## config.mk

```make
export PLATFORM = sky130hd
export DESIGN_NAME = fetch_unit_flat
export DESIGN_NICKNAME = d
export VERILOG_FILES = /design/src/rtl/fetch_pkg.sv /design/src/rtl/fetch_unit_if.sv /design/src/rtl/fetch_fifo.sv /design/src/rtl/fetch_unit.sv /design/src/flat_wrapper.sv
export SDC_FILE = /design/constraint.sdc
export NUM_CORES = 1
export LEC_CHECK = 0
export CORE_MARGIN = 2
export CORE_UTILIZATION = 50
export DETAILED_ROUTE_END_ITERATION = 10
export DONT_BUFFER_PORTS = 1
export PLACE_DENSITY = 0.68
export SKIP_LAST_GASP = 1
export SYNTH_ARGS = -nofsm -noshare
export SYNTH_HDL_FRONTEND = slang
export SYNTH_HIERARCHICAL = 1
export SYNTH_SLANG_ARGS = --single-unit
```

## constraint.sdc

```tcl
create_clock -name clk -period 3.3 [get_ports clk]
set_input_delay 0.66 -clock clk [delete_from_list [all_inputs] [get_ports clk]]
set_output_delay 0.66 -clock clk [all_outputs]
set_load 0.05 [all_outputs]
```

## src/rtl/fetch_pkg.sv

```systemverilog
// fetch_pkg: shared state encoding, entry layout and constants for the fetch unit
package fetch_pkg;
  typedef enum logic [1:0] {IDLE, FETCH, DISCARD} state_t;
  typedef struct packed {
    logic [31:0] pc;
    logic [31:0] inst;
  } entry_t;
  localparam logic [31:0] NOP_INST = 32'h0000_0013;
  localparam logic [31:0] PC_STEP = 32'd4;
  localparam logic [31:0] RESET_PC_DEFAULT = 32'h0000_0000;
endpackage

```

## src/rtl/fetch_unit_if.sv

```systemverilog
// fetch_unit_if: instruction memory handshake plus decode-side instruction and branch signals
interface fetch_unit_if;
  logic imem_req;
  logic [31:0] imem_addr;
  logic imem_ack;
  logic [31:0] imem_rdata;
  logic [31:0] inst;
  logic [31:0] inst_pc;
  logic inst_valid;
  logic inst_ready;
  logic pcsrc;
  logic [31:0] branch_target;
  modport master (
    output imem_req, imem_addr, inst, inst_pc, inst_valid,
    input imem_ack, imem_rdata, inst_ready, pcsrc, branch_target
  );
  modport slave (
    input imem_req, imem_addr, inst, inst_pc, inst_valid,
    output imem_ack, imem_rdata, inst_ready, pcsrc, branch_target
  );
endinterface

```

## src/rtl/fetch_fifo.sv

```systemverilog
// fetch_fifo: {pc, inst} queue toward decode with a registered head that holds when empty
module fetch_fifo
  import fetch_pkg::*;
#(
  parameter int DEPTH = 2
) (
  input  logic clk,
  input  logic rst_n,
  input  logic push,
  input  logic pop,
  input  logic flush,
  input  entry_t din,
  output entry_t head,
  output logic valid,
  output logic [$clog2(DEPTH+1)-1:0] count
);
  localparam int AW = $clog2(DEPTH);
  localparam int CW = $clog2(DEPTH+1);
  entry_t mem [DEPTH];
  logic [AW-1:0] rd, wr, rd_n;
  logic [CW-1:0] left, cnt_n;
  logic do_push, do_pop;
  always_comb begin
    do_pop = pop & valid & ~flush;
    do_push = push & ~flush;
    rd_n = rd + AW'(do_pop);
    left = count - CW'(do_pop);
    cnt_n = flush ? '0 : left + CW'(do_push);
  end
  // head is reloaded from the bypassed push when the queue would otherwise be empty
  always_ff @(posedge clk or negedge rst_n)
    if (!rst_n) begin
      rd <= '0;
      wr <= '0;
      count <= '0;
      valid <= 1'b0;
      head <= {32'h0, NOP_INST};
    end else begin
      rd <= flush ? '0 : rd_n;
      wr <= flush ? '0 : wr + AW'(do_push);
      count <= cnt_n;
      valid <= cnt_n != '0;
      if (cnt_n != '0) head <= left == '0 ? din : mem[rd_n];
    end
  always_ff @(posedge clk)
    if (do_push) mem[wr] <= din;
endmodule

```

## src/rtl/fetch_unit.sv

```systemverilog
// fetch_unit: PC, single-outstanding fetch FSM and redirect handling feeding a small FIFO
module fetch_unit
  import fetch_pkg::*;
#(
  parameter logic [31:0] RESET_PC = RESET_PC_DEFAULT,
  parameter int DEPTH = 2
) (
  input logic clk,
  input logic rst_n,
  fetch_unit_if.master bus
);
  localparam int CW = $clog2(DEPTH+1);
  state_t state, state_n;
  logic [31:0] pc, pc_n, tgt, tgt_n, target;
  logic [CW-1:0] count, left;
  logic push, pop, valid;
  entry_t din, head;
  always_ff @(posedge clk or negedge rst_n)
    if (!rst_n) begin
      state <= IDLE;
      pc <= RESET_PC;
      tgt <= RESET_PC;
    end else begin
      state <= state_n;
      pc <= pc_n;
      tgt <= tgt_n;
    end
  // a new request is committed only while the FIFO can still absorb its word
  always_comb begin
    target = bus.branch_target & ~32'h3;
    pop = valid & bus.inst_ready;
    left = count - CW'(pop);
    state_n = state;
    pc_n = pc;
    tgt_n = tgt;
    push = 1'b0;
    case (state)
      IDLE:
        if (bus.pcsrc) begin
          pc_n = target;
          state_n = FETCH;
        end else if (left < CW'(DEPTH)) state_n = FETCH;
      FETCH:
        if (bus.imem_ack && bus.pcsrc) pc_n = target;
        else if (bus.imem_ack) begin
          push = 1'b1;
          pc_n = pc + PC_STEP;
          state_n = left + CW'(1) < CW'(DEPTH) ? FETCH : IDLE;
        end else if (bus.pcsrc) begin
          tgt_n = target;
          state_n = DISCARD;
        end
      DISCARD:
        if (bus.imem_ack) begin
          pc_n = bus.pcsrc ? target : tgt;
          state_n = FETCH;
        end else if (bus.pcsrc) tgt_n = target;
      default: state_n = IDLE;
    endcase
  end
  always_comb begin
    din.pc = pc;
    din.inst = bus.imem_rdata;
    bus.imem_req = state != IDLE;
    bus.imem_addr = pc;
    bus.inst = head.inst;
    bus.inst_pc = head.pc;
    bus.inst_valid = valid;
  end
  fetch_fifo #(.DEPTH(DEPTH)) u_fifo (
    .clk(clk),
    .rst_n(rst_n),
    .push(push),
    .pop(pop),
    .flush(bus.pcsrc),
    .din(din),
    .head(head),
    .valid(valid),
    .count(count)
  );
endmodule

```

## src/flat_wrapper.sv

```systemverilog
// flat-port wrapper written by rule: the top's interface ports become plain ports
module fetch_unit_flat import fetch_pkg::*;
#(
  parameter logic [31:0] RESET_PC = RESET_PC_DEFAULT,
  parameter int DEPTH = 2
)
  (clk, rst_n, bus_imem_req, bus_imem_addr, bus_inst, bus_inst_pc, bus_inst_valid, bus_imem_ack, bus_imem_rdata, bus_inst_ready, bus_pcsrc, bus_branch_target);
  fetch_unit_if bus_i ();
  input logic clk;
  input logic rst_n;
  output wire logic [$bits(bus_i.imem_req)-1:0] bus_imem_req;
  output wire logic [$bits(bus_i.imem_addr)-1:0] bus_imem_addr;
  output wire logic [$bits(bus_i.inst)-1:0] bus_inst;
  output wire logic [$bits(bus_i.inst_pc)-1:0] bus_inst_pc;
  output wire logic [$bits(bus_i.inst_valid)-1:0] bus_inst_valid;
  input wire logic [$bits(bus_i.imem_ack)-1:0] bus_imem_ack;
  input wire logic [$bits(bus_i.imem_rdata)-1:0] bus_imem_rdata;
  input wire logic [$bits(bus_i.inst_ready)-1:0] bus_inst_ready;
  input wire logic [$bits(bus_i.pcsrc)-1:0] bus_pcsrc;
  input wire logic [$bits(bus_i.branch_target)-1:0] bus_branch_target;
  assign bus_imem_req = bus_i.imem_req;
  assign bus_imem_addr = bus_i.imem_addr;
  assign bus_inst = bus_i.inst;
  assign bus_inst_pc = bus_i.inst_pc;
  assign bus_inst_valid = bus_i.inst_valid;
  assign bus_i.imem_ack = bus_imem_ack;
  assign bus_i.imem_rdata = bus_imem_rdata;
  assign bus_i.inst_ready = bus_inst_ready;
  assign bus_i.pcsrc = bus_pcsrc;
  assign bus_i.branch_target = bus_branch_target;
  fetch_unit #(.RESET_PC(RESET_PC), .DEPTH(DEPTH)) u_core (.clk(clk), .rst_n(rst_n), .bus(bus_i));
endmodule
```

Word level (Yosys, flattened, before mapping). Memories as Yosys holds them, arrays and structs flattened. Index checks and enable logic that the tools add are counted. W data, S select, Z words.

Bits of input ports: 69. Memories: 1. Logic and storage cells: 68. Output and inout port bits: 98. Bits in registers: 135. Memory bits (writable): 128.

Memory list: u_core.u_fifo.mem (depth 2, width 64, read ports 1, clocked after Yosys merged registers in 0, wr ports 1, line fetch_fifo.sv:19) `entry_t mem [DEPTH];`.

Equality and inequality tests: 8. Reduce and logical (&&, ||, !) cells: 10. Multiplexer cells: 26. Order comparisons: 2. $add $sub $neg: 7. Bitwise logic cells: 5.

Operators with widths (number): $mux W32 (7); $pmux W32 S3 (1); $mux W64 (1); $pmux W32 S2 (1); $add A32 B3 Y32 const B (1); $mux W2 (7); $mux W1 (8); $reduce_and A4 Y1 (2); $ne A2 B2 Y1 const B (3); $ne A3 B2 Y1 const B (2); $pmux W2 S3 (1); $reduce_bool A2 Y1 (3); $and A1 B1 Y1 (4); $logic_not A2 Y1 (2); $lt A2 B2 Y1 const B (2); $sub A2 B1 Y2 (2); $ne A3 B3 Y1 const B (1); $reduce_bool A3 Y1 (1); $add A1 B1 Y1 (2); $add A2 B1 Y2 (1); $add A2 B1 Y2 const B (1); $eq A2 B1 Y1 const B (1); $eq A2 B2 Y1 const B (1); $reduce_and A2 Y1 (1); 2 further kinds (2).

Longest topological paths before layout. Gate-level depths: netlist of the first run.

Depth after elaboration: 8. Depth in mapped cells: 12. Gate-level depth less buffers: 10.

Modules after synthesis. Netlist of the first run, hierarchy kept.

By module, submodules not included: fetch_fifo (sequential area each 5574.1 sq um, area an instance 7482.2 sq um, cells each 442, times used 1); fetch_unit (sequential area each 1651.6 sq um, area an instance 4199.0 sq um, cells each 451, times used 1).

Least setup slack after synthesis of the first run. Ideal clock, no wire load.

Path type: input to register. Start point: in bus_pcsrc. End point: mem u_core/u_fifo/mem[1][0] (netlist name) (enable). Path buffers: 2. Stages on the path: 5. Data required time: 2871 ps. Path slack: -64 ps. Arrival time: 2935 ps. Library setup time: 429 ps. Cell sequence: buf_2 -> buf_1 -> nor2_1 -> nor2b_1 -> ha_1.

Cells in the longest elaborated chain, start to end: 6. Elaborated cells on any way between the ends: 7.

RTL lines: from (decl) (line flat_wrapper.sv:19) `input wire logic [$bits(bus_i.pcsrc)-1:0] bus_pcsrc;`; $logic_and A1 B1 Y1 (line fetch_unit.sv:44) `if (bus.imem_ack && bus.pcsrc) pc_n = target;`; $mux W1 (line fetch_unit.sv:44); $mux W1 (line fetch_unit.sv:37) `case (state)`; via u_core.push (line fetch_unit.sv:16) `logic push, pop, valid;`; $and A1 B1 Y1 (line fetch_fifo.sv:25) `do_push = push & ~flush;`; $mux W1 (line fetch_fifo.sv:46) `if (do_push) mem[wr] <= din;`; $mux W1 (not written as such) (line fetch_fifo.sv:46); to (decl) (line fetch_fifo.sv:19).

The timed path passes the listed nets, and every way through them passes these cells.

Worst setup path after layout of the first run.
Start point: reg u_core.u_fifo.valid. End point: reg u_core/u_fifo/head[15] (netlist name).

Cells in the longest elaborated chain, start to end: 7. Elaborated cells on any way between the ends: 11.

RTL lines: from (decl) (line fetch_fifo.sv:14) `output logic valid,`; from (signal assigned) (line fetch_fifo.sv:36) `valid <= 1'b0;`; from (signal assigned) (line fetch_fifo.sv:42) `valid <= cnt_n != '0;`; $and A1 B1 Y1 (*) (line fetch_unit.sv:31) `pop = valid & bus.inst_ready;`; via u_core.pop (line fetch_unit.sv:16); $and A1 B1 Y1 (*) (2 in series) (line fetch_fifo.sv:24) `do_pop = pop & valid & ~flush;`; $sub A2 B1 Y2 (line fetch_fifo.sv:27) `left = count - CW'(do_pop);`; $add A2 B1 Y2 (line fetch_fifo.sv:28) `cnt_n = flush ? '0 : left + CW'(do_push);`; $mux W2 (line fetch_fifo.sv:28); $reduce_bool A2 Y1 (line fetch_fifo.sv:43) `if (cnt_n != '0) head <= left == '0 ? din : mem[rd_n];`.

The timed path passes the listed nets; every way through them passes the cells marked *. A chain may end at the register's enable or synchronous reset.

==> metrics.txt, run 1 <==
status=complete, but fails checks; failing checks=negative hold slack; Cell Area, Synth=between 0.01 and 0.015 mm2; post-CTS setup buffer count=0; Final ANT Viol Nets=0; Worst Setup Slack, final=625.2 ps; peak supply drop=0.5026 mV; worst-margin pin slew=769.4 ps; DRC violations left=0; Final Skew=9.136 ps; Max FO, Critical Path=65; sequential fraction of design power=0.495; Async SR Flop Fraction=0.5133; clk_lat worst skew=~530 ps; first-pass GRT wire length=43.48 mm; initial antenna violation count=1; P per Cell Area=slightly above 1000 mW/mm2; maxcap violations=0; max-slew violations=0; post-CTS sizing=0; HP Class=in -> async; DR WL/cell=22.21 um; CTS tree=built; critical path arrival=3110 ps; # IOs=around 170; Final Wtd Congestion=approximately 0.83; Sw Share=0.4287; Total GRT Usage=0.2260; clock sink count=~260; H-tree depth=1; CTS buffer count=28; Critical path origin=u_core/u_fifo/valid; core area=~0.023 mm2; Initial Utilization=0.5128; CP startpoint kind=flip-flop; Setup crit end kind=flip-flop; worst stage delay on the critical path=370 ps; unrepaired setup endpoints after global routing=no; P_sw=approximately 5.7 mW; hold_ws=-171.1 ps; CP required=~3700 ps; Worst Setup Path Type=reg -> reg; Synth-to-Final Area Change=12.41%; slew margin rel.=0.4871; layout cells sized above 1=0.1467; synth warn=6; Leak=5.389 nW; Achievable Freq=373.9 MHz; RR Startpoint=u_core/u_fifo/valid; routed wire length=27.72 mm; total grt overflow=0; Clock power frac=0.229; Gate power share=0.276; number of synthesized flops with an enable pin=128; # port buffers=0; Worst-path clk slew=60 ps; die area=0.02460 mm2; CP Cell Sequence=and2_1 > nand3b_4 > inv_1 > ha_1 > inv_1 > ha_1 > xor3_1 > o21bai_4 > buf_12 > a22oi_1 > o21ai_1; Slowest-stage cell, CP=dfrtp_1; final hold vios=about 130; Pre-antenna DRT Iters=5; P_int=roughly 7.5 mW; final non-filler cell area=0.01313 mm2; final net count=991; Synth Area per Inst=13.08 um2; TNS Setup=0 ps; Top FF cell, synth=dfrtp_1; Finish-stage setup viols=0; #FFs+latches synth=approximately 260; register area share after synthesis=0.6186; hpwl dp=17.47 mm; final worst-path cycle share=0.8105; Vias per Instance=approximately 6.1; Vias=around 7600; num rows=55; Longest Clk Path Bufs=3; syn nets=972; dpl cell area=0.01224 mm2; number of global-route vias before repair=7825; Syn Inst Count=approximately 900; fillers=approximately 1800; pin count of the biggest net entering global routing=136; CTS root buf=clkbuf_16; Die W=between 150 and 200 um; crit path time final=2675 ps; synth unique cells=78; Die Y=156.8 um; initial DRC count=541; pre-CTS setup slack=475.1 ps
==> power groups by stage <==
stage	combinational [mW]	clock, mW	sequential [mW]
5_1_grt	3.98	3.26	6.65
4_1_cts	3.63	3.10	6.55
3_3_place_gp	3.54	0	6.58
6_report	3.65	3.03	6.54
3_5_place_dp	3.61	0	6.61
2_1_floorplan	2.16	0	6.91
==> cell usage in the layout (no fill, tap or decap), types with 4 or more instances in the layout <==
cell type and n:
o32ai_1 5, o21ai_1 48, and3_1 8, mux2i_1 69, clkbuf_16 29, a21oi_1 14
dfrtp_1 132, nor3_1 15, inv_1 20, o21ai_0 51, nand3_1 10, nor2_1 48
nand2_1 25, edfxtp_1 128, o31ai_1 9, nand4_1 9, o41ai_1 4, clkinv_2 4
and4_1 5, and2_1 4, clkbuf_1 13, mux2_2 30, o211ai_1 10, a22o_1 15
buf_4 38, a221oi_1 9, buf_12 9, a22oi_1 75, ha_1 8
==> sequential cells by signal, summed over array words and instances, names as in the netlist <==
name	count
u_core/u_fifo/head	64
u_core/bus.imem_addr	32
u_core/u_fifo/valid	1
u_core/u_fifo/rd	1
u_core/tgt	32
u_core/u_fifo/count	2
u_core/state	2
u_core/u_fifo/mem	128
u_core/u_fifo/wr	1
==> synthesized netlist by cell type, drive strengths merged, types with 4 or more instances <==
| library cell | instances | area, um2 |
|---|---|---|
| a21oi | 14 | 70.07 |
| a221oi | 9 | 78.83 |
| a22o | 15 | 131.4 |
| a22oi | 77 | 588.1 |
| and2 | 4 | 25.02 |
| and3 | 8 | 50.05 |
| and4 | 5 | 43.79 |
| buf | 31 | 245.2 |
| clkbuf | 27 | 108.9 |
| dfrtp | 132 | 3303 |
| edfxtp | 128 | 3844 |
| ha | 10 | 125.1 |
| inv | 21 | 78.82 |
| mux2 | 30 | 337.8 |
| mux2i | 69 | 690.7 |
| nand2 | 26 | 100.1 |
| nand3 | 13 | 87.59 |
| nand4 | 10 | 68.81 |
| nor2 | 48 | 180.2 |
| nor3 | 16 | 85.08 |
| nor4 | 5 | 61.31 |
| o211ai | 10 | 75.07 |
| o21ai | 100 | 504.2 |
| o31ai | 9 | 67.56 |
| o32ai | 5 | 43.79 |
| o41ai | 4 | 35.03 |
| or3 | 4 | 30.03 |
| xor2 | 4 | 50.05 |
==> path summary, 6_finish.rpt <==
check                                    endpoint  slack [ps]  cells after the start
hold reg to reg                     u_core/tgt[9]         490                      2
min in group clk                 u_core/u_fifo/wr         210                      1
max in group asynchronous   u_core/u_fifo/head[4]        3240                      0
setup / recovery           u_core/u_fifo/head[15]         630                     11
setup reg to reg           u_core/u_fifo/head[15]         630                     11
hold / removal                     u_core/tgt[29]        -170                      0
==> critical path, delay by kind of cell (launching register included) <==
family,cells,cell delay [ps]
compound gates,3,430
xor+xnor,1,320
fa+ha+maj,2,590
buf+inv,3,490
flops,1,370
simple gates,2,330
==> through the flow <==
stage	power, mW	utilization	cells	hold slack, ps
2_1_floorplan	9.072	-	893	364.4
6_report	13.21	0.5765	1248	-171.1
4_1_cts	13.28	0.5764	1247	-194.6
5_1_grt	13.90	0.5764	1247	-203.9
3_3_place_gp	10.12	0.5373	1195	370.2
3_5_place_dp	10.23	0.5373	1195	369.3
==> logic make-up after synthesis <==
| family | count (synthesis) | synth area share |
|---|---|---|
| AND/OR/NAND/NOR | 148 | 0.06930 |
| XOR/XNOR | 8 | 0.008569 |
| flip-flops | 263 | 0.6186 |
| multiplexers | 99 | 0.08805 |
| AO/OA/AOI/OAI | 286 | 0.1677 |
| buffers and inverters | 79 | 0.03706 |
| adder cells (fa/ha/maj) | 10 | 0.01071 |
==> metal layers <==
layer	part of all wire	up-vias	track usage
met3	0.083	42	0.06702
met5	0	-	0
met2	0.47	249	0.3724
met1	0.42	3806	0.2955
li1	-	3516	-
met4	0.018	0	0.05417
==> area by class of cell <==
type / count / area (um2) / share of cell area
Tap cell: 313 / 391.6 / 0.02982
Clock inverter: 8 / 87.58 / 0.006670
Multi-Input combinational cell: 551 / 4078 / 0.3105
Clock buffer: 44 / 802.0 / 0.06108
Timing Repair Buffer: 47 / 465.4 / 0.03545
Antenna cell: 1 / 2.502 / 0.0001906
Sequential cell: 263 / 7226 / 0.5503
Inverter: 21 / 78.83 / 0.006003
(Power assumes the default switching activity.)
==> run 2: changes to the inputs <==
==> constraint.sdc (replaced) <==
create_clock -name clk -period 2.2 [get_ports clk]
set_input_delay 0.44 -clock clk [delete_from_list [all_inputs] [get_ports clk]]
set_output_delay 0.44 -clock clk [all_outputs]
set_load 0.05 [all_outputs]
==> metrics.txt, run 2 (same netlist as run 1, synthesis figures left out) <==
most common cell after layout, fill and taps aside=edfxtp_1; Setup crit end kind=flip-flop; Worst-path clk slew=60 ps (about the same); Final Wtd Congestion=0.8568 (+3.4%); Die Y=156.8 um (unchanged); most frequent cells in the layout=128 x edfxtp_1, 127 x dfrtp_1, 73 x buf_4; peak supply drop=0.8033 mV (+60%); Hold Buf Count CTS=33; final hold vios=135 (+2.3%); total power=21.18 mW (+60%); Top Registers=u_core/u_fifo/mem: 128 flops, u_core/u_fifo/head: 64 flops; routed wire length=29.97 mm (+8.1%); CP startpoint kind=flip-flop; Die W=156.8 um (unchanged); n_diodes=0 (-1); initial DRC count=457 (-16%); Worst Setup Path Type=reg -> reg; status=complete, but fails checks; H-tree depth=1 (unchanged); Worst Setup Slack, final=-33.61 ps (-658.8 ps); DR WL/cell=22.40 um (+0.85%); Final ANT Viol Nets=0 (unchanged); P per Cell Area=1461 mW/mm2 (+45%); max-slew violations=0 (unchanged); clock sink count=263 (unchanged); worst-margin pin slew=763.1 ps (-6.264 ps); final non-filler cell area=0.01450 mm2 (+10%); dpl cell area=0.01268 mm2 (+3.6%); crit path time final=2234 ps (-441.2 ps); num rows=55 (unchanged); Cells after DPL=1235 (+3.3%); failing checks=negative hold slack, negative setup slack; Max FO, Critical Path=8 (-88%); CTS buffer count=28 (unchanged); die area=0.02460 mm2 (unchanged); clk_lat worst skew=550 ps (+20 ps); CP required=2600 ps (-1140 ps); Leak=5.983 nW (+11%); non-filler cells in the finished layout=1338 (+7.2%); # IOs=167 (unchanged); first-pass GRT wire length=44.24 mm (+1.7%); Top reg by flops=u_core/u_fifo/mem; Pre-antenna DRT Iters=5 (unchanged); core area=0.02278 mm2 (unchanged); CTS tree=built; pre-CTS setup slack=-95.54 ps (-570.6 ps); total grt overflow=0 (unchanged); maxcap violations=0 (unchanged); number of global-route vias before repair=8025 (+2.6%); DRC violations left=0 (unchanged); Finish-stage setup viols=8 (+8); worst stage delay on the critical path=410 ps (+40 ps); layout cells sized above 1=0.2449 (+0.09820); hold_ws=-415.7 ps (-244.6 ps); Synth-to-Final Area Change=24.09%; HP Class=in -> async; Slowest-stage cell, CP=dfrtp_2; # port buffers=0 (unchanged); hpwl dp=18.74 mm (+7.2%); slew margin rel.=0.4912 (+0.004176); initial antenna violation count=0 (-1); pin count of the biggest net entering global routing=136 (unchanged); Total GRT Usage=0.2296 (+0.003553); Vias per Instance=5.986 (-1.9%); Initial Utilization=0.5128 (unchanged); number of flip-flops in the largest register=128 (unchanged); Longest Clk Path Bufs=3 (unchanged); final net count=1082 (+9.2%); critical path arrival=2630 ps (-480 ps); final worst-path cycle share=1.015 (+0.2047); Final Skew=19.47 ps (+10.33 ps); CP Cell Sequence=and2_4 > nand3b_4 > inv_2 > ha_4 > inv_4 > ha_4 > xor3_1 > o21bai_4 > buf_12 > buf_12 > a22oi_1 > o21ai_1; CTS root buf=clkbuf_16; Vias=8009 (+5.2%); Achievable Freq=447.7 MHz (+20%); unrepaired setup endpoints after global routing=yes
==> run 2: changes by cell type in the layout (fill, tap and decap cells not counted), moves of 9 or more <==
cell	previous run	this run
buf_4	38	73
dlygate4sd3_1	0	33
a22oi_1	75	49
a22oi_2	2	28
o21ai_0	51	35
o21ai_1	48	64
buf_12	9	19
clkbuf_1	13	4
==> run 2: per-stage QoR <==
step	hold slack (ps)	util	TNS, ps
final	-415.7	0.6364	-114.6
after global routing	-435.5	0.6364	-3352
after CTS	-438.1	0.6161	-6.509
after detailed placement	149.7	0.5569	-2563
after global placement	149.5	0.5569	-323.2
after floorplan	144.4	-	-47090
==> run 2: final cells by class <==
class / count / area, um2
Sequential cell: 263 / 7232
Tap cell: 313 / 391.6
Inverter: 21 / 85.08
Timing Repair Buffer: 138 / 1495
Multi-Input combinational cell: 551 / 4288
Clock inverter: 18 / 249.0
Fill cell: 1713 / 8283
Clock buffer: 34 / 754.5
==> run 2: routing by layer <==
| metal | track usage | up-vias | wire (um) |
|---|---|---|---|
| met3 | 0.05456 | 45 | 2405 |
| met2 | 0.3910 | 264 | 15020 |
| met5 | 0 | - | 0 |
| met1 | 0.2965 | 4008 | 12050 |
| met4 | 0.05810 | 0 | 500 |
| li1 | - | 3692 | - |
==> run 2: report_power, final <==
group          switching (mW)  internal (mW)  total (mW)  leakage [nW]
combinational            3.89           2.64        6.54          2.66
sequential               3.03           6.55        9.57          2.84
clock                    1.93           3.15        5.07         0.492
total                    8.84           12.3        21.2          5.98
==> run 2: path summary, 6_finish.rpt <==
check                                    start                     end  slack, ps  cells after the start
max in group asynchronous                rst_n   u_core/u_fifo/head[4]       2380                      0
min in group clk                  bus_imem_ack         u_core/state[1]         20                      1
setup reg to reg           u_core/u_fifo/valid  u_core/u_fifo/head[37]        -30                     12
hold / removal                           rst_n          u_core/tgt[29]       -420                      0
setup / recovery           u_core/u_fifo/valid  u_core/u_fifo/head[37]        -30                     12
hold reg to reg                  u_core/tgt[9]           u_core/tgt[9]        480                      2
==> run 2: worst max-delay path: cells and delay by family (launching register included) <==
kind	cells	cell delay [ps]
buffers and inverters	4	370
AOI/OAI and AO/OA	3	420
DFF	1	410
xor gates and xnor gates	1	240
adders and majority gates	2	430
and+or+nand+nor	2	230
==> run 2: what timing repair did <==
action | CTS | global route
gates resized for setup | 4 | 50
endpoints found under the setup margin | 44 | 74
endpoints found under the hold margin | 203 | 135
setup buffers | 0 | 9
cloned | 0 | 9
pin swaps | 1 | 16
==> run 3: changes to the inputs <==
--- a/config.mk
+++ b/config.mk
@@ -15,3 +15,4 @@
 export SYNTH_HDL_FRONTEND = slang
 export SYNTH_HIERARCHICAL = 1
 export SYNTH_SLANG_ARGS = --single-unit
+export TNS_END_PERCENT = 30
==> constraint.sdc (replaced) <==
create_clock -name clk -period 1.85 [get_ports clk]
set_input_delay 0.37 -clock clk [delete_from_list [all_inputs] [get_ports clk]]
set_output_delay 0.37 -clock clk [all_outputs]
set_load 0.05 [all_outputs]
==> metrics.txt, run 3 (same netlist as run 1, synthesis figures left out) <==
total grt overflow=0 (unchanged); number of global-route vias before repair=8559 (+6.7%); routed wire length=32.43 mm (+8.2%); slew margin rel.=0.5661 (+0.07483); final hold vios=135 (unchanged); CP required=2240 ps (-360 ps); initial DRC count=669 (+46%); crit path time final=2240 ps (+6.264 ps); clock sink count=263 (unchanged); unrepaired setup endpoints after global routing=yes; Longest Clk Path Bufs=3 (unchanged); CTS buffer count=27 (-3.6%); Worst-path clk slew=60 ps (about the same); Top reg by flops=u_core/u_fifo/mem; max-slew violations=0 (unchanged); H-tree depth=1 (unchanged); DR WL/cell=22.58 um (+0.83%); most frequent cells in the layout=130 x dfrtp_1, 128 x edfxtp_1, 122 x buf_4; worst-margin pin slew=650.9 ps (-112.2 ps); # IOs=167 (unchanged); CTS tree=built; failing checks=negative hold slack, negative setup slack; core area=0.02278 mm2 (unchanged); CTS root buf=clkbuf_16; number of flip-flops in the largest register=128 (unchanged); Max FO, Critical Path=8 (unchanged); DRC violations left=0 (unchanged); fillers=1541 (-10%); Die Y=156.8 um (unchanged); Die W=156.8 um (unchanged); HP Class=in -> async; Worst Setup Slack, final=-389.9 ps (-356.3 ps); clk_lat worst skew=530 ps (-20 ps); hpwl dp=19.20 mm (+2.5%); first-pass GRT wire length=47.92 mm (+8.3%); # port buffers=0 (unchanged); Final ANT Viol Nets=0 (unchanged); critical path arrival=2630 ps (about the same); Vias per Instance=5.983 (about the same); pre-CTS setup slack=-470.8 ps (-375.3 ps); Setup crit end kind=flip-flop; Worst Setup Path Type=reg -> reg; most common cell after layout, fill and taps aside=dfrtp_1; hold_ws=-460.7 ps (-45.00 ps); n_diodes=0 (unchanged); num rows=55 (unchanged); pin count of the biggest net entering global routing=136 (unchanged); Finish-stage setup viols=121 (+113); maxcap violations=0 (unchanged); Synth-to-Final Area Change=34.85%; final worst-path cycle share=1.211 (+0.1955); Leak=6.530 nW (+9.1%); Vias=8591 (+7.3%); die area=0.02460 mm2 (unchanged); Final Wtd Congestion=0.8612 (+0.51%); status=complete, but fails checks; register area=0.007228 mm2 (about the same); Pre-antenna DRT Iters=5 (unchanged); area taken by multi-input logic gates=0.004677 mm2 (+9.1%); final core utilization=0.6916 (+0.05520); Top Registers=u_core/u_fifo/mem: 128 flops, u_core/u_fifo/head: 64 flops; Initial Utilization=0.5128 (unchanged); Total GRT Usage=0.2510 (+0.02139); initial antenna violation count=0 (unchanged); layout cells sized above 1=0.3277 (+0.08282); CP startpoint kind=flip-flop; Final Skew=12.01 ps (-7.461 ps); P per Cell Area=1673 mW/mm2 (+14%); peak supply drop=1.448 mV (+80%); Achievable Freq=446.5 MHz (-0.28%); final net count=1182 (+9.2%)
run 3: cell count changes in the layout (fill, tap and decap cells not counted), moves of 6 or more:
cell	delta
a22oi_1	-28
a22oi_2	+28
buf_16	+7
buf_4	+49
buf_6	+10
bufinv_16	-6
clkbuf_1	+6
clkbuf_8	+6
dlygate4sd3_1	+32
o21ai_0	-7
run 3: timing repair:
item                                    CTS  global route
endpoints found under the hold margin   267           136
setup buffers                             7            23
hold buffers                             64             1
gates resized for setup                  50           127
endpoints found under the setup margin  130           221
cloned                                    6             7
pin swaps                                11            53
run 3: routing by layer:
layer,share of wire,routed length (um),up-vias,track usage
met2,0.49,15880,337,0.4175
met3,0.080,2607,56,0.05926
met1,0.41,13230,4304,0.3277
li1,-,-,3894,-
met4,0.022,710,0,0.07645
met5,0,0,-,0
run 3: cell type report:
| class | instances | area share |
|---|---|---|
| clock buffer | 44 | 0.05139 |
| clock inverter | 5 | 0.001668 |
| inverter | 21 | 0.006037 |
| multi-input combinational | 551 | 0.2969 |
| sequential | 263 | 0.4589 |
| tap | 313 | 0.02486 |
| timing repair buffer | 239 | 0.1603 |
run 3: critical path, stage by stage, from the launching register on:
cell and delay, ps:
dfrtp_2 410, and2_4 150, nand3b_4 70, inv_2 50
ha_4 280, inv_4 40, ha_4 150, xor3_1 250
o21bai_4 90, buf_12 170, clkbuf_16 170, a22oi_2 170
o21ai_1 110
run 3: worst paths after layout:
check,slack (ps),start,endpoint,depth (start not counted)
setup / recovery,-390,u_core/u_fifo/valid,u_core/u_fifo/head[21],12
hold / removal,-460,rst_n,u_core/tgt[31],0
setup reg to reg,-390,u_core/u_fifo/valid,u_core/u_fifo/head[21],12
hold reg to reg,480,u_core/tgt[5],u_core/tgt[5],2
max in group asynchronous,2070,rst_n,u_core/u_fifo/head[4],0
min in group clk,10,bus_imem_rdata[11],u_core/u_fifo/head[11],2
run 3: metrics by stage:
step / power [mW] / cells / setup TNS [ps] / cell area (um2)
final: 26.35 / 1436 / -26370 / 15750
after global routing: 27.48 / 1436 / -37700 / 15750
after CTS: 24.83 / 1405 / -33320 / 14900
after detailed placement: 19.19 / 1279 / -37050 / 13040
after global placement: 18.95 / 1279 / -32810 / 13040
after floorplan: 16.24 / 893 / -57260 / 11830
run 3: power by group:
group | internal [mW] | switching, mW
registers | 7.78 | 3.48
logic | 4.45 | 5.50
clock network | 2.97 | 2.18
